**config.mk**
```make
export PLATFORM = sky130hd
export DESIGN_NAME = fft_sym_sched
export DESIGN_NICKNAME = d
export VERILOG_FILES = /design/src/rtl/fft_sym_sched.sv
export SDC_FILE = /design/constraint.sdc
export NUM_CORES = 1
export LEC_CHECK = 0
export BUFFER_PORTS_ARGS = -buffer_cell sky130_fd_sc_hd__buf_2
export CORE_ASPECT_RATIO = 1.2
export CORE_MARGIN = 10
export CORE_UTILIZATION = 50
export CTS_CLUSTER_DIAMETER = 80
export CTS_CLUSTER_SIZE = 40
export DETAILED_ROUTE_END_ITERATION = 16
export MAX_ROUTING_LAYER = met4
export PLACE_DENSITY_LB_ADDON = 0.2
export SYNTH_ARGS = -nofsm -noshare
export SYNTH_HDL_FRONTEND = slang
export SYNTH_SLANG_ARGS = --single-unit
export TNS_END_PERCENT = 100
```
**constraint.sdc**
```tcl
create_clock -name clk -period 8.7 [get_ports clk]
set_clock_uncertainty 0.1 [all_clocks]
set_input_delay 1.74 -clock clk [delete_from_list [all_inputs] [get_ports clk]]
set_output_delay 1.74 -clock clk [all_outputs]
set_load 0.005 [all_outputs]
```
**src/rtl/fft_sym_sched.sv**
```systemverilog
// LTE symbol/slot scheduler: counts baseband samples into symbols, slots and frames
// and emits the header / first-symbol strobes consumed by the CP-removal preprocessor.
module fft_sym_sched #(
    parameter int DATA_NBIT       = 15,
    parameter int SLOTS_PER_FRAME = 20,
    parameter int CNT_NBIT        = 12
) (
    input  logic                        clk,
    input  logic                        reset,
    input  logic                        en,
    input  logic                        frame_sync,
    input  logic                        cfg_fft_type,
    input  logic                        cfg_cp_type,
    input  logic [1:0]                  cfg_num_pat,
    input  logic signed [DATA_NBIT-1:0] in_i,
    input  logic signed [DATA_NBIT-1:0] in_q,
    input  logic                        in_v,
    output logic signed [DATA_NBIT-1:0] out_i,
    output logic signed [DATA_NBIT-1:0] out_q,
    output logic                        out_v,
    output logic                        out_h,
    output logic                        out_s,
    output logic                        out_fft_type,
    output logic                        out_cp_type,
    output logic [1:0]                  out_num_pat,
    output logic [2:0]                  sym_idx,
    output logic [4:0]                  slot_idx,
    output logic                        running,
    output logic                        sync_err,
    output logic                        rate_err,
    input  logic                        err_clr
);

    typedef enum logic [1:0] {ST_IDLE, ST_WAIT_SYNC, ST_RUN} state_t;

    state_t                      state_q, state_d;
    logic [CNT_NBIT-1:0]         cnt_q, cnt_d, len_m1;
    logic [2:0]                  sym_q, sym_d, sym_last;
    logic [4:0]                  slot_q, slot_d;
    logic                        fft_q, fft_d, cp_q, cp_d;
    logic [1:0]                  pat_q, pat_d;
    logic                        prev_v_q, prev_v_d;
    logic                        sync_err_q, sync_err_d, rate_err_q, rate_err_d;
    logic                        sync_set, rate_set, latch_cfg, at_frame_start;
    logic                        v_p1_q, v_p1_d, h_p1_q, h_p1_d, s_p1_q, s_p1_d;
    logic                        v_p2_q, v_p2_d;
    logic signed [DATA_NBIT-1:0] i_p1_q, i_p1_d, q_p1_q, q_p1_d;
    logic signed [DATA_NBIT-1:0] i_p2_q, i_p2_d, q_p2_q, q_p2_d;

    // Symbol length minus one: N = 2048 - 512*num_pat plus the cyclic prefix.
    function automatic logic [CNT_NBIT-1:0] sym_len_m1(input logic fft, input logic cp,
                                                       input logic [1:0] pat,
                                                       input logic [2:0] sym);
        logic [CNT_NBIT-1:0] n;
        logic [CNT_NBIT-1:0] cp_len;
        n = CNT_NBIT'({3'd4 - {1'b0, pat}, 9'd0});
        if (fft)
            cp_len = '0;
        else if (cp)
            cp_len = CNT_NBIT'(512);
        else if (sym == 3'd0)
            cp_len = CNT_NBIT'(160);
        else
            cp_len = CNT_NBIT'(144);
        return n + cp_len - CNT_NBIT'(1);
    endfunction

    always_comb begin
        len_m1         = sym_len_m1(fft_q, cp_q, pat_q, sym_q);
        sym_last       = cp_q ? 3'd5 : 3'd6;
        at_frame_start = (cnt_q == '0) && (sym_q == 3'd0) && (slot_q == 5'd0);

        state_d    = state_q;
        cnt_d      = cnt_q;
        sym_d      = sym_q;
        slot_d     = slot_q;
        fft_d      = fft_q;
        cp_d       = cp_q;
        pat_d      = pat_q;
        latch_cfg  = 1'b0;
        sync_set   = 1'b0;
        rate_set   = in_v & prev_v_q;
        prev_v_d   = in_v;
        v_p1_d     = 1'b0;
        h_p1_d     = 1'b0;
        s_p1_d     = 1'b0;
        i_p1_d     = in_i;
        q_p1_d     = in_q;
        v_p2_d     = v_p1_q;
        i_p2_d     = i_p1_q;
        q_p2_d     = q_p1_q;

        case (state_q)
            ST_IDLE: begin
                if (en)
                    state_d = ST_WAIT_SYNC;
            end
            ST_WAIT_SYNC: begin
                if (!en) begin
                    state_d = ST_IDLE;
                end else if (in_v && frame_sync) begin
                    state_d   = ST_RUN;
                    latch_cfg = 1'b1;
                    cnt_d     = CNT_NBIT'(1);
                    sym_d     = 3'd0;
                    slot_d    = 5'd0;
                    v_p1_d    = 1'b1;
                    h_p1_d    = 1'b1;
                    s_p1_d    = 1'b1;
                end
            end
            ST_RUN: begin
                if (in_v) begin
                    v_p1_d = 1'b1;
                    if (frame_sync && !at_frame_start) begin
                        // Resync: this sample becomes sample 0 of slot 0 symbol 0.
                        sync_set  = 1'b1;
                        latch_cfg = 1'b1;
                        cnt_d     = CNT_NBIT'(1);
                        sym_d     = 3'd0;
                        slot_d    = 5'd0;
                        h_p1_d    = 1'b1;
                        s_p1_d    = 1'b1;
                    end else begin
                        h_p1_d = (cnt_q == '0);
                        s_p1_d = (cnt_q == '0) && (sym_q == 3'd0);
                        if (cnt_q == len_m1) begin
                            cnt_d = '0;
                            if (sym_q == sym_last) begin
                                sym_d = 3'd0;
                                if (slot_q == 5'(SLOTS_PER_FRAME - 1)) begin
                                    slot_d = 5'd0;
                                    if (en)
                                        latch_cfg = 1'b1;
                                    else
                                        state_d = ST_IDLE;
                                end else begin
                                    slot_d = slot_q + 5'd1;
                                end
                            end else begin
                                sym_d = sym_q + 3'd1;
                            end
                        end else begin
                            cnt_d = cnt_q + CNT_NBIT'(1);
                        end
                    end
                end
            end
            default: state_d = ST_IDLE;
        endcase

        if (latch_cfg) begin
            fft_d = cfg_fft_type;
            cp_d  = cfg_cp_type;
            pat_d = cfg_num_pat;
        end

        // A fresh error in the same cycle outranks err_clr.
        if (sync_set)
            sync_err_d = 1'b1;
        else if (err_clr)
            sync_err_d = 1'b0;
        else
            sync_err_d = sync_err_q;

        if (rate_set)
            rate_err_d = 1'b1;
        else if (err_clr)
            rate_err_d = 1'b0;
        else
            rate_err_d = rate_err_q;
    end

    always_ff @(posedge clk or negedge reset) begin
        if (!reset) begin
            state_q    <= ST_IDLE;
            cnt_q      <= '0;
            sym_q      <= 3'd0;
            slot_q     <= 5'd0;
            fft_q      <= 1'b0;
            cp_q       <= 1'b0;
            pat_q      <= 2'd0;
            prev_v_q   <= 1'b0;
            sync_err_q <= 1'b0;
            rate_err_q <= 1'b0;
            v_p1_q     <= 1'b0;
            h_p1_q     <= 1'b0;
            s_p1_q     <= 1'b0;
            v_p2_q     <= 1'b0;
            i_p1_q     <= '0;
            q_p1_q     <= '0;
            i_p2_q     <= '0;
            q_p2_q     <= '0;
        end else begin
            state_q    <= state_d;
            cnt_q      <= cnt_d;
            sym_q      <= sym_d;
            slot_q     <= slot_d;
            fft_q      <= fft_d;
            cp_q       <= cp_d;
            pat_q      <= pat_d;
            prev_v_q   <= prev_v_d;
            sync_err_q <= sync_err_d;
            rate_err_q <= rate_err_d;
            // stage p1: header strobes lead their sample by one cycle
            v_p1_q     <= v_p1_d;
            h_p1_q     <= h_p1_d;
            s_p1_q     <= s_p1_d;
            i_p1_q     <= i_p1_d;
            q_p1_q     <= q_p1_d;
            // stage p2: sample presented to the preprocessor
            v_p2_q     <= v_p2_d;
            i_p2_q     <= i_p2_d;
            q_p2_q     <= q_p2_d;
        end
    end

    assign out_i        = i_p2_q;
    assign out_q        = q_p2_q;
    assign out_v        = v_p2_q;
    assign out_h        = h_p1_q;
    assign out_s        = s_p1_q;
    assign out_fft_type = fft_q;
    assign out_cp_type  = cp_q;
    assign out_num_pat  = pat_q;
    assign sym_idx      = sym_q;
    assign slot_idx     = slot_q;
    assign running      = (state_q == ST_RUN);
    assign sync_err     = sync_err_q;
    assign rate_err     = rate_err_q;

endmodule
```
# After elaboration in Yosys (flattened, before gate mapping)
# Index checks and enable logic that the tools add are counted.
# classes
add_sub_neg	6
n_eq_ne	17
mux	58
bitwise_logic	1
n_reduce_logical	16
# ops
op	n
$mux W12	6
$mux W5	7
$pmux W12 S2	1
$mux W2	10
$mux W1	19
$mux W3	6
$add A12 B1 Y12 const B	1
$add A12 B12 Y12	1
$eq A12 B12 Y1	1
$logic_not A12 Y1	1
$ne A2 B2 Y1 const B	6
$sub A12 B1 Y12 const B	1
$mux W10	1
$pmux W5 S2	1
$pmux W1 S2	4
$reduce_and A8 Y1	1
$mux W6	1
$ne A2 B1 Y1 const B	3
$ne A3 B1 Y1 const B	2
$pmux W2 S3	1
$pmux W3 S2	1
$reduce_and A6 Y1	1
$reduce_bool A2 Y1	3
$add A5 B1 Y5 const B	1
15 further kinds	18
# totals
reg_bits	93
inputBits	40
output_inout_bits	48
elab_cells	116

# Longest topological paths before layout
# logic_depth
word_depth	11
ltp_mapped	10
mapped_depth_nobuf	9

# Worst setup path after synthesis
# Ideal clock, no wire load.
# synth_timing
path_type	input -> register
from	in frame_sync
to	reg cnt_q[11]
setup_time_ps	143
arrival_time_ps	3167
required_ps	8457
slack_ps	5290
path_stages	8
n_path_buf	2
cell_sequence	clkbuf_1 > and3_1 > o21a_1 > clkbuf_1 > nand4_1 > nor3_1 > xnor2_1 > nor2_1
# synth_via
elab_chain_len	4
word_cells_on_any_way	7
classes_between	eq/ne (1); mux (3); reduce/logical (3)
# synth_rtl
item	line_no	rtl
start, declared	11	input logic frame_sync,
$logic_and A1 B1 Y1	115	if (frame_sync && !at_frame_start) begin
$mux W12	115	
$mux W12	113	if (in_v) begin
$pmux W12 S2	93	case (state_q)
end signal, assigned	196	cnt_q <= cnt_d;
end, declared	37	logic [CNT_NBIT-1:0] cnt_q, cnt_d, len_m1;
# Several ways; a longest one is shown, not always the timed one. The select of a mux whose other input is x is not followed.
# A chain may end at the register's enable or synchronous reset.

# Worst setup path after layout
# layout_timing
from	reg state_q[0]
to	out running
# layout_via
elab_chain_len	1
# layout_rtl
item	line_no	rtl
start, declared	36	state_t state_q, state_d;
start signal, assigned	195	state_q <= state_d;
$eq A2 B2 Y1	228	assign running = (state_q == ST_RUN);
end, declared	28	output logic running,
# No other way between the ends.

==> results.md <==
- The run finished with clean final reports.
- The share of synthesized area occupied by flip-flops and latches is about two thirds.
- For this run, the detailed router's first-pass iteration total came to 4.
- The most common cell after layout, fill and taps aside is sky130_fd_sc_hd__dfrtp_1.
- The type of the worst setup path is reg2out.
- At the end of the flow, the number of nets in the layout was 429.
- The maximum operating frequency is 305 MHz.
- The number of gates resized after CTS was 0.
- Buffers placed on the I/O ports in this run total 87.
- VDD sags by at most 141 uV.
- For the pin with the worst max-slew slack, the measured transition is around 1000 ps.
- Power spread over the standard cell area amounts to 241 nW/um2.
- Ranked by total cell area, the synthesized netlist is headed by sky130_fd_sc_hd__dfrtp_1 (65%), sky130_fd_sc_hd__ha_1 (4.2%), sky130_fd_sc_hd__nor2_1 (2.1%).
- Setup repair after global routing left no endpoint under its margin.
- STA puts the critical path data required time at 6860 ps.
- The count of hold buffers inserted by post-cts repair is 0.
- Counting flops and latches in the post-synthesis netlist gives 93.
- The CTS tree is yes.
- STA classifies the critical path endpoint as an output port.
- In this run the count of I/O pins placed on the die edge is a little under 90.
- The detailed-route wire length per cell is roughly 16 um.
- Each instance of the synthesized netlist takes up on average 12.5 um2.
- The final-report max-slew violation count is 0.
- The die covers 11000 um2.
- sky130_fd_sc_hd__dfrtp_1 takes more of the synthesized area than any other cell.
- The initialized floorplan defines 33 standard-cell rows.
- The worst min-delay path class is reg2reg.
- The yosys synthesis warning count is 0.
- Summed over all cells, the static leakage comes to approximately 2.1 nW.
- Across the run, the number of max-cap violations was 0.
- The arrival time at the worst endpoint is 1440 ps.
- Of all nets on the critical path, the largest fanout is 13.
- The routed design could run at a clock period as short as 3280 ps.
- Headroom to the max-slew limit came out at approximately a third.
- Clock tree synthesis selected as its root buffer the cell sky130_fd_sc_hd__clkbuf_8.
- The core area is 6900 um2.
- The worst setup path is launched from a flop.
- The first-pass GRT wire length is 12300 um.
- Prior to clock tree synthesis, the placed netlist has a worst setup slack of 5250 ps.
- The floorplan step set the die width to 97.2 um.
- After routing, the total negative slack on setup checks comes to 0 ps.
- The proportion of netlist area held by the largest area contributor is 65.0%.
- The share of post-route cells with drive strength above 1 is 29.7%.
- In the routed design, unresolved DRC markers number 0.
- From synthesis to final layout, the design area changed by 20.4%.
- The detailed-route vias per instance is 5.17.
- The count of final hold-check violations is 0.
- The height of the die is 113 um.
- In the layout the commonest cells are sky130_fd_sc_hd__dfrtp_1 (93), sky130_fd_sc_hd__buf_2 (86), sky130_fd_sc_hd__nor2_1 (20).
- For this configuration, the core starts out at a cell density of 51.9%.
- The sum of routed wire length over all layers is 7520 um.
- The post-route clock period utilization is about 38%.
- The async set-or-reset flop fraction in the synthesized netlist is 100%.
- The post-synth net total is 339.
- Synthesis instantiated 49 different standard cells from the library.
- The number of fill cells in the layout is 552.
- Synthesis produced about 290 cells.
- Global routing consumed, over all layers together, 14.1% of the routing resources.
- The initial antenna violation count is 0.
- The clock net in this run drives a total of 93 sinks.
- The number of design-rule violations left by the first detailed-router iteration is 82.
- The overflow left after global routing is 0.
- Entering global routing, the biggest net connects 64 pins.
- In the post-route analysis, the smallest setup slack over all paths is about 5400 ps.
- The number of global-route vias before repair was 2456.
- The count of placed standard cells including taps is roughly 450.
- The area taken by multi-input logic gates is 1140 um2.
- The number of enable flip-flop cells after synthesis is 0.
- The number of levels in the clock H-tree is 3.
- The final core utilization is 62.5%.
- TritonCTS created 9 clock buffers.
- The number of setup buffers added after CTS is 0.
- The post-detailed-route count of antenna-violating nets is 0.
- Routability-driven placement finished with a final weighted congestion of 0.871.
- The number of non-filler instances in the completed layout is about 470.
- The maximum number of buffers from clock root to sink is 2.
- Registers take 2330 um2.
- The final number of setup-violating endpoints is 0.
- The netlist area before placement is 3580 um2.
- The final route contains about 2400 vias.
- The later pin in the worst-skew pair is clocked with a latency of 350 ps.
- The most used flip-flop cell after synthesis is sky130_fd_sc_hd__dfrtp_1.
- The clock transition at the register clock pins on the worst setup and hold paths after CTS is 90 ps.
- The half-perimeter wire length after placement is approximately 5700 um.
- The number of diodes added for antenna fixing is 0.
[worst max-delay path, cell delays in order, from the launching register on]
cell and delay [ps]:
sky130_fd_sc_hd__dfrtp_1 410, sky130_fd_sc_hd__inv_1 90, sky130_fd_sc_hd__ha_1 410, sky130_fd_sc_hd__buf_2 190
[state kept, by name, summed over array words and instances, names as in the netlist, 2 cells and up]
signal,cells
cnt_q,12
i_p1_q,15
out_i,15
out_num_pat,2
out_q,15
q_p1_q,15
slot_idx,5
state_q,2
sym_idx,3
[through the flow]
stage | total power, mW | cell area, um2 | hold slack, ps
5_1_grt | 1.10 | 4310 | 254
2_1_floorplan | 0.661 | 3580 | 231
3_5_place_dp | 0.735 | 4090 | 235
3_3_place_gp | 0.725 | 4090 | 231
4_1_cts | 1.05 | 4310 | 254
6_report | 1.04 | 4310 | 249
[cells by family (layout without fill, tap and decap cells)]
family	Yosys count	count (layout)	synth area share, %
muxes	5	5	1.99
adders and majority gates	12	12	4.19
AOI/OAI and AO/OA	49	49	9.65
and+or+nand+nor	86	86	12.4
xor gates and xnor gates	15	15	3.67
buffers and inverters	27	121	3.04
DFF	93	93	65.0
[layer usage]
| layer | GRT usage, % | up-vias | part of all wire [%] |
|---|---|---|---|
| li1 | - | 1168 | - |
| met1 | 18.6 | 1157 | 49 |
| met2 | 20.5 | 85 | 44 |
| met3 | 4.26 | 8 | 6.1 |
| met4 | 4.27 | 0 | 1.0 |
| met5 | - | - | 0 |
[final timing paths]
path                         startpoint           to  slack, ps  depth (start not counted)
setup / recovery             state_q[0]      running       5420                          3
hold / removal                i_p1_q[7]     out_i[7]        250                          0
setup reg to reg           out_fft_type  slot_idx[2]       5540                          8
hold reg to reg               i_p1_q[7]     out_i[7]        250                          0
max in group asynchronous         reset   sym_idx[1]       6220                          2
min in group asynchronous         reset     out_q[8]       1200                          1
[power breakdown]
part | total, mW | switching [mW] | internal [mW]
Combinational | 0.218 | 0.121 | 0.0976
Clock | 0.314 | 0.151 | 0.163
Sequential | 0.507 | 0.0365 | 0.471
[final cells by class]
| class | instances | share of cell area [%] |
|---|---|---|
| timing repair buffer | 88 | 10.3 |
| inverter | 18 | 1.57 |
| clock buffer | 9 | 2.87 |
| multi-input combinational | 167 | 26.5 |
| tap | 87 | 2.53 |
| sequential | 93 | 54.0 |
| clock inverter | 6 | 2.18 |
[Yosys cell counts (2+ instances only)]
cell type / n
sky130_fd_sc_hd__dfrtp_1: 93
sky130_fd_sc_hd__nor2_1: 20
sky130_fd_sc_hd__inv_1: 18
sky130_fd_sc_hd__nand2_1: 18
sky130_fd_sc_hd__ha_1: 12
sky130_fd_sc_hd__a21oi_1: 10
sky130_fd_sc_hd__o21ai_0: 9
sky130_fd_sc_hd__clkbuf_1: 8
sky130_fd_sc_hd__nor3_1: 8
sky130_fd_sc_hd__xnor2_1: 8
sky130_fd_sc_hd__xor2_1: 7
sky130_fd_sc_hd__and3_1: 6
sky130_fd_sc_hd__nand4_1: 6
sky130_fd_sc_hd__nor2b_1: 5
sky130_fd_sc_hd__and2_1: 4
sky130_fd_sc_hd__mux2_4: 4
sky130_fd_sc_hd__nand2b_1: 4
sky130_fd_sc_hd__nand3_1: 4
sky130_fd_sc_hd__nor4_1: 4
sky130_fd_sc_hd__a21o_1: 3
sky130_fd_sc_hd__o21a_1: 3
sky130_fd_sc_hd__a2111oi_0: 2
sky130_fd_sc_hd__a211o_1: 2
sky130_fd_sc_hd__a31oi_1: 2
sky130_fd_sc_hd__o211ai_1: 2
sky130_fd_sc_hd__o22ai_1: 2
No activity file was read; power rests on OpenSTA's default activity.
